**src/rtl/rsa_modexp_sequencer_if.sv**
```systemverilog
// Handshake and operand-control bundle between the modexp sequencer and its host/MMM datapath.
// The master side issues start/abort/exponent and returns mmm_done; the slave side is the sequencer.
interface rsa_modexp_sequencer_if #(
  parameter int EXP_WIDTH = 8,
  parameter int IDX_W     = $clog2(EXP_WIDTH + 1),
  parameter int OPCNT_W   = $clog2(2 * EXP_WIDTH + 4)
);
  logic                 start;
  logic                 abort;
  logic [EXP_WIDTH-1:0] exp_e;
  logic                 mmm_done;
  logic                 mmm_start;
  logic [1:0]           opa_sel;
  logic [1:0]           opb_sel;
  logic                 ld_abar;
  logic                 ld_x;
  logic                 busy;
  logic                 done;
  logic [IDX_W-1:0]     bits_left;
  logic [OPCNT_W-1:0]   op_count;

  modport master (
    output start, abort, exp_e, mmm_done,
    input  mmm_start, opa_sel, opb_sel, ld_abar, ld_x, busy, done, bits_left, op_count
  );

  modport slave (
    input  start, abort, exp_e, mmm_done,
    output mmm_start, opa_sel, opb_sel, ld_abar, ld_x, busy, done, bits_left, op_count
  );
endinterface

```
**src/rtl/rsa_modexp_sequencer.sv**
```systemverilog
// Left-to-right square-and-multiply controller for Montgomery modexp (X = M^E mod N).
// Drives MMM operand selects, launches each op and waits on mmm_done before loading the result.
//
// state   | meaning
// IDLE    | waiting for start
// MAP_M   | Abar = MMM(M, R2)
// MAP_X   | X = MMM(ONE, R2)
// SCAN    | skip leading zero exponent bits
// SQR     | X = MMM(X, X)
// MUL     | X = MMM(X, Abar), dummy on 0 bits in constant-time mode
// NEXT    | advance to next exponent bit
// REMAP   | X = MMM(X, ONE), leave Montgomery domain
// DONE    | result valid in X
module rsa_modexp_sequencer #(
  parameter int EXP_WIDTH  = 8,
  parameter int SKIP_LZ    = 1,
  parameter int CONST_TIME = 0,
  parameter int IDX_W      = $clog2(EXP_WIDTH + 1),
  parameter int OPCNT_W    = $clog2(2 * EXP_WIDTH + 4)
) (
  input  logic                    clk,
  input  logic                    rstb,
  input  logic                    ena,
  rsa_modexp_sequencer_if.slave   bus
);

  typedef enum logic [3:0] {
    S_IDLE, S_MAP_M, S_MAP_X, S_SCAN, S_SQR, S_MUL, S_NEXT, S_REMAP, S_DONE
  } state_t;

  // Constant-time operation must not leak the exponent length, so it never skips.
  localparam bit CT       = (CONST_TIME != 0);
  localparam bit SKIP_EFF = (SKIP_LZ != 0) && !CT;

  state_t               state_q, state_d;
  logic [EXP_WIDTH-1:0] exp_q, exp_d;
  logic [IDX_W-1:0]     bits_q, bits_d;
  logic [OPCNT_W-1:0]   opcnt_q, opcnt_d;
  logic                 busy_q, busy_d;
  logic                 done_q, done_d;
  logic                 issued_q, issued_d;

  logic                 start_c, ldx_c, ldabar_c;
  logic [1:0]           opa_c, opb_c;
  logic                 is_op, op_fin, msb;
  logic [EXP_WIDTH-1:0] exp_shl;

  assign msb     = exp_q[EXP_WIDTH-1];
  assign exp_shl = {exp_q[EXP_WIDTH-2:0], 1'b0};
  assign is_op   = (state_q == S_MAP_M) || (state_q == S_MAP_X) || (state_q == S_SQR) ||
                   (state_q == S_MUL)   || (state_q == S_REMAP);
  assign op_fin  = is_op && issued_q && bus.mmm_done;

  always_ff @(posedge clk) begin
    if (!rstb) begin
      state_q  <= S_IDLE;
      exp_q    <= '0;
      bits_q   <= '0;
      opcnt_q  <= '0;
      busy_q   <= 1'b0;
      done_q   <= 1'b0;
      issued_q <= 1'b0;
    end else if (ena) begin
      state_q  <= state_d;
      exp_q    <= exp_d;
      bits_q   <= bits_d;
      opcnt_q  <= opcnt_d;
      busy_q   <= busy_d;
      done_q   <= done_d;
      issued_q <= issued_d;
    end
  end

  always_comb begin
    state_d  = state_q;
    exp_d    = exp_q;
    bits_d   = bits_q;
    opcnt_d  = opcnt_q;
    busy_d   = busy_q;
    done_d   = done_q;
    issued_d = issued_q;
    start_c  = 1'b0;
    ldx_c    = 1'b0;
    ldabar_c = 1'b0;
    if (ena) begin
      if (bus.abort) begin
        state_d  = S_IDLE;
        busy_d   = 1'b0;
        done_d   = 1'b0;
        issued_d = 1'b0;
      end else begin
        // Every op state launches once on entry, then waits for the MMM.
        if (is_op && !issued_q) begin
          start_c  = 1'b1;
          issued_d = 1'b1;
          opcnt_d  = opcnt_q + OPCNT_W'(1);
        end
        if (op_fin) issued_d = 1'b0;
        case (state_q)
          S_IDLE, S_DONE: begin
            if (bus.start) begin
              exp_d   = bus.exp_e;
              bits_d  = IDX_W'(EXP_WIDTH);
              opcnt_d = '0;
              done_d  = 1'b0;
              busy_d  = 1'b1;
              state_d = S_MAP_M;
            end
          end
          S_MAP_M: begin
            if (op_fin) begin
              ldabar_c = 1'b1;
              state_d  = S_MAP_X;
            end
          end
          S_MAP_X: begin
            if (op_fin) begin
              ldx_c   = 1'b1;
              state_d = S_SCAN;
            end
          end
          S_SCAN: begin
            if (!SKIP_EFF || msb) begin
              state_d = S_SQR;
            end else if (bits_q == '0) begin
              state_d = S_REMAP;
            end else begin
              exp_d  = exp_shl;
              bits_d = bits_q - IDX_W'(1);
              if (bits_q == IDX_W'(1)) state_d = S_REMAP;
            end
          end
          S_SQR: begin
            if (op_fin) begin
              ldx_c   = 1'b1;
              state_d = (msb || CT) ? S_MUL : S_NEXT;
            end
          end
          S_MUL: begin
            if (op_fin) begin
              ldx_c   = msb;
              state_d = S_NEXT;
            end
          end
          S_NEXT: begin
            exp_d   = exp_shl;
            bits_d  = bits_q - IDX_W'(1);
            state_d = (bits_q == IDX_W'(1)) ? S_REMAP : S_SQR;
          end
          S_REMAP: begin
            if (op_fin) begin
              ldx_c   = 1'b1;
              busy_d  = 1'b0;
              done_d  = 1'b1;
              state_d = S_DONE;
            end
          end
          default: state_d = S_IDLE;
        endcase
      end
    end
  end

  always_comb begin
    opa_c = 2'b00;
    opb_c = 2'b00;
    case (state_q)
      S_MAP_M: begin opa_c = 2'b01; opb_c = 2'b10; end
      S_MAP_X: begin opa_c = 2'b10; opb_c = 2'b10; end
      S_SQR:   begin opa_c = 2'b00; opb_c = 2'b00; end
      S_MUL:   begin opa_c = 2'b00; opb_c = 2'b01; end
      S_REMAP: begin opa_c = 2'b00; opb_c = 2'b11; end
      default: begin opa_c = 2'b00; opb_c = 2'b00; end
    endcase
  end

  assign bus.mmm_start = start_c;
  assign bus.ld_x      = ldx_c;
  assign bus.ld_abar   = ldabar_c;
  assign bus.opa_sel   = opa_c;
  assign bus.opb_sel   = opb_c;
  assign bus.busy      = busy_q;
  assign bus.done      = done_q;
  assign bus.bits_left = bits_q;
  assign bus.op_count  = opcnt_q;

endmodule

```
**src/flat_wrapper.sv**
```systemverilog
// flat-port wrapper written by rule: the top's interface ports become plain ports
module rsa_modexp_sequencer_flat 
#(
  parameter int EXP_WIDTH  = 8,
  parameter int SKIP_LZ    = 1,
  parameter int CONST_TIME = 0,
  parameter int IDX_W      = $clog2(EXP_WIDTH + 1),
  parameter int OPCNT_W    = $clog2(2 * EXP_WIDTH + 4)
)
  (clk, rstb, ena, bus_start, bus_abort, bus_exp_e, bus_mmm_done, bus_mmm_start, bus_opa_sel, bus_opb_sel, bus_ld_abar, bus_ld_x, bus_busy, bus_done, bus_bits_left, bus_op_count);
  rsa_modexp_sequencer_if #(.EXP_WIDTH(EXP_WIDTH), .IDX_W(IDX_W), .OPCNT_W(OPCNT_W)) bus_i ();
  input  logic clk;
  input  logic rstb;
  input  logic ena;
  input wire logic [$bits(bus_i.start)-1:0] bus_start;
  input wire logic [$bits(bus_i.abort)-1:0] bus_abort;
  input wire logic [$bits(bus_i.exp_e)-1:0] bus_exp_e;
  input wire logic [$bits(bus_i.mmm_done)-1:0] bus_mmm_done;
  output wire logic [$bits(bus_i.mmm_start)-1:0] bus_mmm_start;
  output wire logic [$bits(bus_i.opa_sel)-1:0] bus_opa_sel;
  output wire logic [$bits(bus_i.opb_sel)-1:0] bus_opb_sel;
  output wire logic [$bits(bus_i.ld_abar)-1:0] bus_ld_abar;
  output wire logic [$bits(bus_i.ld_x)-1:0] bus_ld_x;
  output wire logic [$bits(bus_i.busy)-1:0] bus_busy;
  output wire logic [$bits(bus_i.done)-1:0] bus_done;
  output wire logic [$bits(bus_i.bits_left)-1:0] bus_bits_left;
  output wire logic [$bits(bus_i.op_count)-1:0] bus_op_count;
  assign bus_i.start = bus_start;
  assign bus_i.abort = bus_abort;
  assign bus_i.exp_e = bus_exp_e;
  assign bus_i.mmm_done = bus_mmm_done;
  assign bus_mmm_start = bus_i.mmm_start;
  assign bus_opa_sel = bus_i.opa_sel;
  assign bus_opb_sel = bus_i.opb_sel;
  assign bus_ld_abar = bus_i.ld_abar;
  assign bus_ld_x = bus_i.ld_x;
  assign bus_busy = bus_i.busy;
  assign bus_done = bus_i.done;
  assign bus_bits_left = bus_i.bits_left;
  assign bus_op_count = bus_i.op_count;
  rsa_modexp_sequencer #(.EXP_WIDTH(EXP_WIDTH), .SKIP_LZ(SKIP_LZ), .CONST_TIME(CONST_TIME), .IDX_W(IDX_W), .OPCNT_W(OPCNT_W)) u_core (.clk(clk), .rstb(rstb), .ena(ena), .bus(bus_i));
endmodule
```
**config.mk**
```make
export PLATFORM = sky130hd
export DESIGN_NAME = rsa_modexp_sequencer_flat
export DESIGN_NICKNAME = d
export VERILOG_FILES = /design/src/rtl/rsa_modexp_sequencer_if.sv /design/src/rtl/rsa_modexp_sequencer.sv /design/src/flat_wrapper.sv
export SDC_FILE = /design/constraint.sdc
export NUM_CORES = 1
export LEC_CHECK = 0
export BUFFER_PORTS_ARGS = -buffer_cell sky130_fd_sc_hd__buf_2
export CORE_MARGIN = 5
export CORE_UTILIZATION = 54
export CTS_CLUSTER_DIAMETER = 40
export DETAILED_ROUTE_END_ITERATION = 16
export PLACE_DENSITY = 0.79
export SETUP_SLACK_MARGIN = 0.1
export SLEW_MARGIN = 10
export SYNTH_ARGS = -nofsm -noshare
export SYNTH_HDL_FRONTEND = slang
export SYNTH_SLANG_ARGS = --single-unit
```
**constraint.sdc**
```tcl
create_clock -name clk -period 2.3 [get_ports clk]
set_input_delay 0 -clock clk [delete_from_list [all_inputs] [get_ports clk]]
set_output_delay 0 -clock clk [all_outputs]
set_load 0.01 [all_outputs]
```
==> metrics.csv, run 1 <==
stage,metric,value,unit
synthesis,Simple-Gate Fraction of Synth Area,26.40,%
detailed_routing,ANT nets after route,0,
synthesis,"EDFF count, synth",0,
clocking,H-tree depth,1,
cells_and_area,share of cells above drive strength 1,24.66,%
pwr,pwr/cell area,511.1,nW/µm²
run,max-cap violations,0,
detailed_routing,Routed WL per cell,16.14,µm
worst_setup_path,slowest CP cell,or3b_2,
cells_and_area,fin nets,241,
synthesis,Async SR Flop Fraction,0,%
cells_and_area,Area Growth Syn to Fin,20.30,%
die,FP Rows,19,
synthesis,YS warnings,0,
clocking,CTS tree,done,
clocking,"Reg clk slew, reported paths",0.14,ns
grt,first-pass GRT wire length,7.107,mm
timing,Final setup viols,0,
detailed_routing,drt first pass iters,4,
worst_setup_path,crit-path max cell delay,0.49,ns
timing,worst hold margin,0.02789,ns
worst_setup_path,CP arrival,2.28,ns
synthesis,Synth Register Bits,24,
grt,initial antenna violation count,0,
cells_and_area,most frequent cells in the layout,"buf_2, dfxtp_1, nor2_1, a21oi_1, o21ai_0",
worst_setup_path,Setup CP Type,reg2reg,
detailed_routing,met3 wire len,209,µm
timing,final hold vios,0,
timing,Final Slew Violations,0,
clocking,clk sinks,24,
detailed_routing,met2 wire length,2.046,mm
clocking,TritonCTS buffer count,3,
detailed_routing,routed via count,1554,
pwr,maximum VDD drop,0.0004097,V
synthesis,XOR/XNOR Fraction of Synth Area,4.620,%
hold_path,worst hold path class,in2reg,
timing,Final Cycle Share,89.16,%
synthesis,main combinational cell family by area after synthesis,compound AO/OA/AOI/OAI gates,
die,Die H,62.99,µm
timing,minimum clock period,2.051,ns
timing,fmax,487.6,MHz
worst_setup_path,crit-path cells,"inv_1, ha_1, or3b_2, nand4_1, nand2_4, and3_1, o21a_1",
clocking,clk buf depth,2,
synthesis,Synth Area in Adders,2.475,%
synthesis,Mapped Area,1516,µm²
placement,count of input and output buffers,31,
timing,Setup Skew,0.002979,ns
synthesis,compound-gate portion of the synthesized area,27.23,%
placement,Detailed Place HPWL,2.972,mm
worst_setup_path,Buf/Inv on CP,1,
cells_and_area,"commonest non-fill, non-tap cell in the layout",buf_2,
detailed_routing,Iteration-0 DRC Markers,163,
grt,vias in the first global route,1577,
outcome,status,"finished, final reports clean",
synthesis,syn avg cell area,8.197,µm²
worst_setup_path,CP Max Fanout,15,
detailed_routing,post-route DRC violation count,0,
synthesis,"Top FF cell, synth",dfxtp_1,
clocking,setup bufs post-CTS,0,
worst_setup_path,Worst setup EP type,flip-flop,
synthesis,"Seq/Total Area, Yosys",31.68,%
worst_setup_path,Startpoint Class,flip-flop,
timing,setup_tns,0,ns
grt,largest net degree at the start of global routing,23,
timing,unrepaired setup endpoints after global routing,false,
synthesis,Syn Inst Count,185,
detailed_routing,routed wire length,4.100,mm
timing,slew at the pin closest to its max-slew limit,0.5488,ns
detailed_routing,drt via density,6.118,
placement,RePlAce Congestion,0.9067,
detailed_routing,routed length on met1,1.772,mm
die,die width,62.99,µm
detailed_routing,highest metal used,met4,
cells_and_area,ant diodes,0,
clocking,root buffer cell,clkbuf_4,
die,Die ar.,3968,µm²
pwr,Tot Pwr,0.9325,mW
die,Top-Level Pins,32,
worst_setup_path,Worst Path Required,2.53,ns
clocking,Worst-Skew Late Latency,0.32,ns
synthesis,multiplexer area fraction after synthesis,1.980,%
synthesis,Yosys cell types,54,
timing,Rel. slew slack,63.17,%
synthesis,syn nets,202,
die,Core ar.,2734,µm²
worst_setup_path,"delay-heaviest family, CP",simple AND/OR/NAND/NOR gates,
grt,gr ovfl total,0,
grt,GRT Util Overall,21.57,%
die,Initial Utilization,55.47,%
pwr,Leakage,0.7692,nW
==> power by group <==
part | internal [mW] | leakage [nW] | switching (mW)
Clock | 0.176 | 0.0279 | 0.133
Combinational | 0.0766 | 0.546 | 0.0931
Sequential | 0.433 | 0.196 | 0.0210
Total | 0.686 | 0.769 | 0.247
==> per-layer routing <==
metal,vias up,GRT usage [%]
li1,749,-
met2,50,36.67
met1,747,26.83
met4,0,9.019
met5,-,0
met3,8,3.058
==> cells in the mapped netlist (all sizes together), types with 3 or more instances <==
cell	number	area [µm²]
dfxtp	24	480.5
a21oi	17	85.08
nor2	17	63.81
o21ai	15	75.07
nand2	14	55.06
a22oi	7	52.55
a21boi	6	45.05
buf	6	47.54
inv	6	22.52
nor3	6	35.03
clkbuf	4	15.01
nand3	4	20.02
nand4	4	25.02
nor2b	4	25.02
xnor2	4	35.03
xor2	4	35.03
ha	3	37.54
mux2i	3	30.03
o211ai	3	27.52
o21a	3	22.52
==> worst register-to-register path: stages (launching register included) <==
cell	delay, ns
dfxtp_1	0.36
inv_1	0.09
ha_1	0.22
or3b_2	0.49
nand4_1	0.24
nand2_4	0.15
and3_1	0.22
o21a_1	0.18
==> state kept, by name, indices dropped and copies added, names as in the netlist <==
signal                flops
u_core.state_q            4
u_core.exp_q              8
u_core.bus.op_count       5
u_core.bus.bits_left      4
u_core.bus.done           1
u_core.bus.busy           1
u_core.issued_q           1
==> layout make-up <==
cell class | count | area [µm²]
flip-flops and latches | 24 | 481.7
repair buffers | 44 | 272.8
clock inverters | 1 | 30.03
multi-input cells | 145 | 955.9
fillers | 229 | 909.6
clock buffers | 3 | 22.52
inverters | 6 | 22.52
well taps | 31 | 38.79
==> kinds of logic after synthesis <==
| logic type | count (synthesis) |
|---|---|
| compound gates | 61 |
| mux | 3 |
| simple gates | 70 |
| flops | 24 |
| xor+xnor | 8 |
| buf+inv | 16 |
| fa+ha+maj | 3 |
==> through the flow <==
stage	cells	setup slack, ns	cell area (µm²)	utilization (%)
floorplan	185	0.4958	1516	-
global placement	242	0.3880	1685	61.65
detailed placement	242	0.2308	1685	61.65
CTS	253	0.1554	1808	66.13
global route	254	0.1013	1824	66.73
finish	254	0.2493	1824	66.73
==> path summary, 6_finish.rpt <==
| check | to | cells past startpoint | from | slack, ns |
|---|---|---|---|---|
| worst max register to register | u_core.bus.bits_left[0]$_SDFFE_PN0P_ | 7 | u_core.bus.bits_left[0]$_SDFFE_PN0P_ | 0.25 |
| worst min-delay path | u_core.exp_q[2]$_SDFFE_PN0P_ | 3 | bus_exp_e[2] | 0.03 |
| worst max-delay path | u_core.bus.bits_left[0]$_SDFFE_PN0P_ | 7 | u_core.bus.bits_left[0]$_SDFFE_PN0P_ | 0.25 |
| worst min register to register | u_core.bus.busy$_SDFFE_PN0P_ | 2 | u_core.bus.busy$_SDFFE_PN0P_ | 0.50 |
==> timing repair <==
item | 4_1_cts | 5_1_grt
setup endpoints to repair | 0 | 6
gates resized for setup | 0 | 2
hold buffers | 7 | 1
hold endpoints to repair | 7 | 1
Power figures use the tool's default switching activity.
==> run 2: changes to the inputs <==
- CORE_MARGIN: 5 -> default
==> run 2 against run 1 <==
Against the previous run:
- clock skew increased by 0.0063 ns
- sequential power is essentially flat
- die area is 24% lower
- design area shrank 0.69%
- hold slack got worse by 0.022 ns
- setup slack worse by 0.0019 ns
- critical path type unchanged
- largest cell class unchanged
==> metrics.csv, run 2 (same netlist as run 1, synthesis figures left out) <==
stage,metric,value,unit,change
outcome,status,"finished, final reports clean",,
clocking,TritonCTS buffer count,3,,unchanged
pwr,sw frac,25.90,%,-0.55 points
worst_setup_path,"delay-heaviest family, CP",simple AND/OR/NAND/NOR gates,,
worst_setup_path,Setup CP Type,reg2reg,,
pwr,switching pwr,0.2396,mW,-2.9%
cells_and_area,most frequent cells in the layout,"buf_2, dfxtp_1, nor2_1, a21oi_1, o21ai_0",,
worst_setup_path,crit-path cells,"inv_1, ha_1, or3b_2, nand4_1, nand2_2, and3_1, o21a_1",,
clocking,CTS tree,done,,
worst_setup_path,crit-path max cell delay,0.49,ns,about the same
timing,Rel. slew slack,65.89,%,+2.7 points
detailed_routing,drt first pass iters,4,,unchanged
detailed_routing,ANT nets after route,0,,unchanged
timing,final hold vios,0,,unchanged
grt,largest net degree at the start of global routing,23,,unchanged
detailed_routing,post-route DRC violation count,0,,unchanged
worst_setup_path,slowest CP cell,or3b_2,,
cells_and_area,fin nets,240,,-0.41%
timing,fmax,487.2,MHz,about the same
grt,first-pass GRT wire length,5.878,mm,-17%
cells_and_area,ant diodes,0,,unchanged
detailed_routing,Routed WL per cell,14.51,µm,-10%
timing,setup_tns,0,ns,unchanged
die,Core ar.,2567,µm²,-6.1%
run,max-cap violations,0,,unchanged
clocking,H-tree depth,1,,unchanged
clocking,clk buf depth,2,,unchanged
pwr,Cell Int Power,0.6856,mW,about the same
die,Die ar.,3024,µm²,-24%
clocking,setup bufs post-CTS,0,,unchanged
pwr,pwr/cell area,510.7,nW/µm²,about the same
pwr,Combinational Power Share,17.6,%,-0.6 points
detailed_routing,Iteration-0 DRC Markers,72,,-56%
timing,Final setup viols,0,,unchanged
worst_setup_path,Worst setup EP type,flip-flop,,
timing,Setup Skew,0.009269,ns,+0.006291 ns
clocking,"Reg clk slew, reported paths",0.14,ns,about the same
placement,Detailed Place HPWL,2.647,mm,-11%
detailed_routing,drt via density,6.107,,-0.18%
cells_and_area,max reg flops,8,,unchanged
placement,count of input and output buffers,31,,unchanged
timing,minimum clock period,2.053,ns,+0.001861 ns
worst_setup_path,CP arrival,2.29,ns,about the same
cells_and_area,Top reg by flops,u_core.exp_q,,
pwr,Clock power frac,33.3,%,+0.2 points
cells_and_area,share of cells above drive strength 1,24.77,%,+0.11 points
pwr,Leakage,0.7621,nW,-0.92%
grt,initial antenna violation count,0,,unchanged
die,die width,54.99,µm,-13%
pwr,maximum VDD drop,0.0004088,V,-0.24%
hold_path,worst hold path class,in2reg,,
die,Top-Level Pins,32,,unchanged
worst_setup_path,Worst Path Required,2.53,ns,about the same
pwr,sequential power share,49.1,%,+0.4 points
placement,RePlAce Congestion,0.8575,,-5.4%
grt,vias in the first global route,1387,,-12%
worst_setup_path,CP Max Fanout,15,,unchanged
timing,slew at the pin closest to its max-slew limit,0.5083,ns,-0.04045 ns
cells_and_area,Area Growth Syn to Fin,19.47,%,
cells_and_area,fin util,70.57,%,+3.8 points
cells_and_area,post-route cell area,1812,µm²,-0.69%
die,Die H,54.99,µm,-13%
detailed_routing,routed wire length,3.657,mm,-11%
cells_and_area,"commonest non-fill, non-tap cell in the layout",buf_2,,
grt,GRT Util Overall,27.17,%,+5.6 points
timing,Final Cycle Share,89.24,%,about the same
timing,Final Slew Violations,0,,unchanged
timing,unrepaired setup endpoints after global routing,false,,
die,FP Rows,18,,-1
worst_setup_path,Buf/Inv on CP,1,,unchanged
clocking,clk sinks,24,,unchanged
die,Initial Utilization,59.06,%,+3.6 points
detailed_routing,routed via count,1539,,-0.97%
clocking,root buffer cell,clkbuf_4,,
placement,post-placement cell area,1677,µm²,-0.52%
worst_setup_path,Startpoint Class,flip-flop,,
clocking,Worst-Skew Late Latency,0.32,ns,about the same
grt,gr ovfl total,0,,unchanged
run 2: changes by cell type in the layout (fill, tap and decap cells not counted), sizes merged:
cell,change
buf,-1
run 2: path summary, 6_finish.rpt:
path,start,endpoint,slack [ns],depth (start not counted)
max reg2reg,u_core.bus.bits_left[0]$_SDFFE_PN0P_,u_core.bus.bits_left[0]$_SDFFE_PN0P_,0.25,7
min,bus_exp_e[1],u_core.exp_q[1]$_SDFFE_PN0P_,0.005,3
max,u_core.bus.bits_left[0]$_SDFFE_PN0P_,u_core.bus.bits_left[0]$_SDFFE_PN0P_,0.25,7
min reg2reg,u_core.bus.busy$_SDFFE_PN0P_,u_core.bus.busy$_SDFFE_PN0P_,0.50,2
run 2: metrics by stage:
| step | std cells | setup slack (ns) | hold WS [ns] | power [mW] |
|---|---|---|---|---|
| floorplan | 185 | 0.4958 | 0.09006 | 0.5698 |
| global placement | 240 | 0.3733 | 0.2461 | 0.6078 |
| detailed placement | 240 | 0.2804 | 0.2517 | 0.6138 |
| CTS | 252 | 0.1564 | 0.007632 | 0.9300 |
| global route | 252 | 0.1348 | 0.02029 | 0.9727 |
| finish | 252 | 0.2475 | 0.005481 | 0.9252 |
run 2: cell type report:
type	instances	area (µm²)
clock buffers	3	22.52
clock inverters	1	30.03
fillers	202	755.7
inverters	6	22.52
multi-input cells	145	950.9
flip-flops and latches	24	483.0
well taps	30	37.54
repair buffers	43	265.3
run 2: power groups by stage:
stage	sequential [mW]	combinational, mW	clock, mW
after floorplan	0.458	0.112	0
after CTS	0.453	0.162	0.315
after global placement	0.461	0.147	0
final	0.454	0.163	0.308
after global routing	0.457	0.183	0.332
after detailed placement	0.463	0.151	0
run 2: repair_timing:
action,CTS,global route
hold buffers,8,0
gates resized for setup,0,2
endpoints found under the hold margin,8,0
endpoints found under the setup margin,0,3
run 2: tightest hold or removal path: cells and delay by family:
| family | cells | cell delay, ns |
|---|---|---|
| compound gates | 2 | 0.22 |
| buf+inv | 1 | 0.08 |
run 2: routing by layer:
layer / GRT usage [%] / up-vias / wire (µm)
met5: 0 / - / 0
met1: 33.94 / 721 / 1665
met4: 12.50 / 0 / 84
met3: 3.552 / 10 / 192
li1: - / 750 / -
met2: 45.98 / 58 / 1715
==> run 3: changes to the inputs <==
- CORE_UTILIZATION: 54 -> 45
- PLACE_DENSITY: 0.79 -> 0.68
- REMOVE_ABC_BUFFERS: default -> 1
- TNS_END_PERCENT: default -> 100
==> run 3 against run 2 <==
Against the previous run:
- setup slack gained 0.053 ns
- critical path depth unchanged
- utilization down 12 points
- routed wire length up 5.3%
- sequential cell count stayed put
- final cell count increased by 6.0%
- first-iteration DRC count increased by 43%
- die area rose by 19%
- via count shrank 0.58%
- global-route usage down 3.8 points
- largest power group unchanged
==> metrics.csv, run 3 (same netlist as run 1, synthesis figures left out) <==
stage,metric,value,unit,change
cells_and_area,Area Growth Syn to Fin,20.30,%,
placement,post-placement cell area,1702,µm²,+1.5%
timing,Final setup viols,0,,unchanged
timing,final hold vios,0,,unchanged
timing,Final Slew Violations,0,,unchanged
worst_setup_path,crit-path cells,"inv_1, ha_1, or3b_2, nand4_1, nand2_4, and3_1, o21a_1",,
clocking,clk buf depth,2,,unchanged
pwr,Leakage,0.7610,nW,-0.14%
worst_setup_path,Startpoint Class,flip-flop,,
worst_setup_path,CP Max Fanout,15,,unchanged
detailed_routing,drt via density,5.730,,-6.2%
grt,vias in the first global route,1466,,+5.7%
timing,Setup Skew,0.01411,ns,+0.004842 ns
grt,first-pass GRT wire length,6.265,mm,+6.6%
detailed_routing,Iteration-0 DRC Markers,103,,+43%
die,Core ar.,3128,µm²,+22%
detailed_routing,routed via count,1530,,-0.58%
clocking,Worst-Skew Late Latency,0.34,ns,+0.02 ns
pwr,pwr/cell area,468.9,nW/µm²,-8.2%
placement,count of input and output buffers,31,,unchanged
die,Top-Level Pins,32,,unchanged
run,max-cap violations,0,,unchanged
pwr,Tot Pwr,0.8554,mW,-7.5%
grt,initial antenna violation count,0,,unchanged
worst_setup_path,Worst Path Required,2.55,ns,+0.02 ns
timing,worst hold margin,0.002774,ns,-0.002708 ns
cells_and_area,post-route cell area,1824,µm²,+0.69%
clocking,TritonCTS buffer count,3,,unchanged
cells_and_area,max reg flops,8,,unchanged
timing,minimum clock period,2.000,ns,-0.05291 ns
timing,unrepaired setup endpoints after global routing,false,,
grt,largest net degree at the start of global routing,23,,unchanged
pwr,maximum VDD drop,0.0003729,V,-8.8%
detailed_routing,drt first pass iters,4,,unchanged
clocking,CTS tree,done,,
detailed_routing,routed wire length,3.851,mm,+5.3%
worst_setup_path,Setup CP Type,reg2reg,,
cells_and_area,share of cells above drive strength 1,24.66,%,-0.11 points
timing,Rel. slew slack,65.38,%,-0.50 points
worst_setup_path,crit-path max cell delay,0.48,ns,about the same
timing,fmax,500.1,MHz,+2.6%
timing,slew at the pin closest to its max-slew limit,0.5158,ns,+0.007479 ns
cells_and_area,Top reg by flops,u_core.exp_q,,
worst_setup_path,slowest CP cell,or3b_2,,
detailed_routing,Routed WL per cell,14.42,µm,-0.61%
worst_setup_path,CP arrival,2.25,ns,-0.04 ns
die,Initial Utilization,48.48,%,-11 points
outcome,status,"finished, final reports clean",,
clocking,root buffer cell,clkbuf_4,,
cells_and_area,most frequent cells in the layout,"buf_2, dfxtp_1, nor2_1, a21oi_1, o21ai_0",,
clocking,"Reg clk slew, reported paths",0.15,ns,about the same
cells_and_area,"commonest non-fill, non-tap cell in the layout",buf_2,,
placement,Detailed Place HPWL,2.818,mm,+6.5%
timing,Final Cycle Share,86.94,%,-2.3 points
detailed_routing,post-route DRC violation count,0,,unchanged
clocking,clk sinks,24,,unchanged
grt,GRT Util Overall,23.37,%,-3.8 points
cells_and_area,ant diodes,0,,unchanged
placement,RePlAce Congestion,0.8580,,about the same
die,Die H,60.05,µm,+9.2%
die,Die ar.,3606,µm²,+19%
worst_setup_path,Worst setup EP type,flip-flop,,
clocking,H-tree depth,1,,unchanged
detailed_routing,ANT nets after route,0,,unchanged
hold_path,worst hold path class,in2reg,,
timing,setup_tns,0,ns,unchanged
die,FP Rows,20,,+2
grt,gr ovfl total,0,,unchanged
clocking,setup bufs post-CTS,0,,unchanged
cells_and_area,fin nets,241,,+0.42%
die,die width,60.05,µm,+9.2%
==> run 3: final cells by class <==
class	instances	area (µm²)
inverter	6	22.52
timing repair buffer	44	272.8
fill	298	1304
multi-input combinational	145	955.9
sequential	24	481.7
clock buffer	4	36.28
tap	44	55.05
==> run 3: repair_timing <==
| item | CTS | global route |
|---|---|---|
| endpoints found under the setup margin | 0 | 2 |
| hold buffers | 8 | 0 |
| gates resized for setup | 0 | 2 |
| endpoints found under the hold margin | 8 | 0 |
==> run 3: final timing paths <==
| path | to | from | cells past startpoint | slack [ns] |
|---|---|---|---|---|
| max | u_core.bus.bits_left[0]$_SDFFE_PN0P_ | u_core.bus.bits_left[0]$_SDFFE_PN0P_ | 7 | 0.30 |
| min | u_core.exp_q[7]$_SDFFE_PN0P_ | bus_exp_e[7] | 3 | 0.003 |
| max reg2reg | u_core.bus.bits_left[0]$_SDFFE_PN0P_ | u_core.bus.bits_left[0]$_SDFFE_PN0P_ | 7 | 0.30 |
| min reg2reg | u_core.bus.busy$_SDFFE_PN0P_ | u_core.bus.busy$_SDFFE_PN0P_ | 2 | 0.50 |
==> run 3: metrics by stage <==
stage / cells / utilization [%] / setup WS [ns]
after floorplan: 175 / - / 0.4210
final: 267 / 58.32 / 0.3004
after global routing: 267 / 58.32 / 0.1665
after CTS: 267 / 58.12 / 0.2045
after detailed placement: 255 / 54.40 / 0.2811
after global placement: 255 / 54.40 / 0.3734
==> run 3: metal layers <==
layer | track usage (%) | part of all wire [%] | vias to the layer above | routed length (µm)
met1 | 28.59 | 44 | 713 | 1687
met2 | 40.63 | 50 | 55 | 1915
met4 | 9.967 | 1.7 | 0 | 67
met5 | 0 | 0 | - | 0
met3 | 3.247 | 4.7 | 9 | 180
li1 | - | - | 753 | -
==> run 3: report_power, final <==
group / switching (mW) / internal, mW
combinational: 0.0896 / 0.0766
clock: 0.138 / 0.0971
sequential: 0.0208 / 0.433
==> run 3: worst max-delay path, delay by kind of cell (launching register included) <==
kind	cells	cell delay, ns
simple gates	4	1.07
flops	1	0.36
fa+ha+maj	1	0.21
compound gates	1	0.18
buf+inv	1	0.09
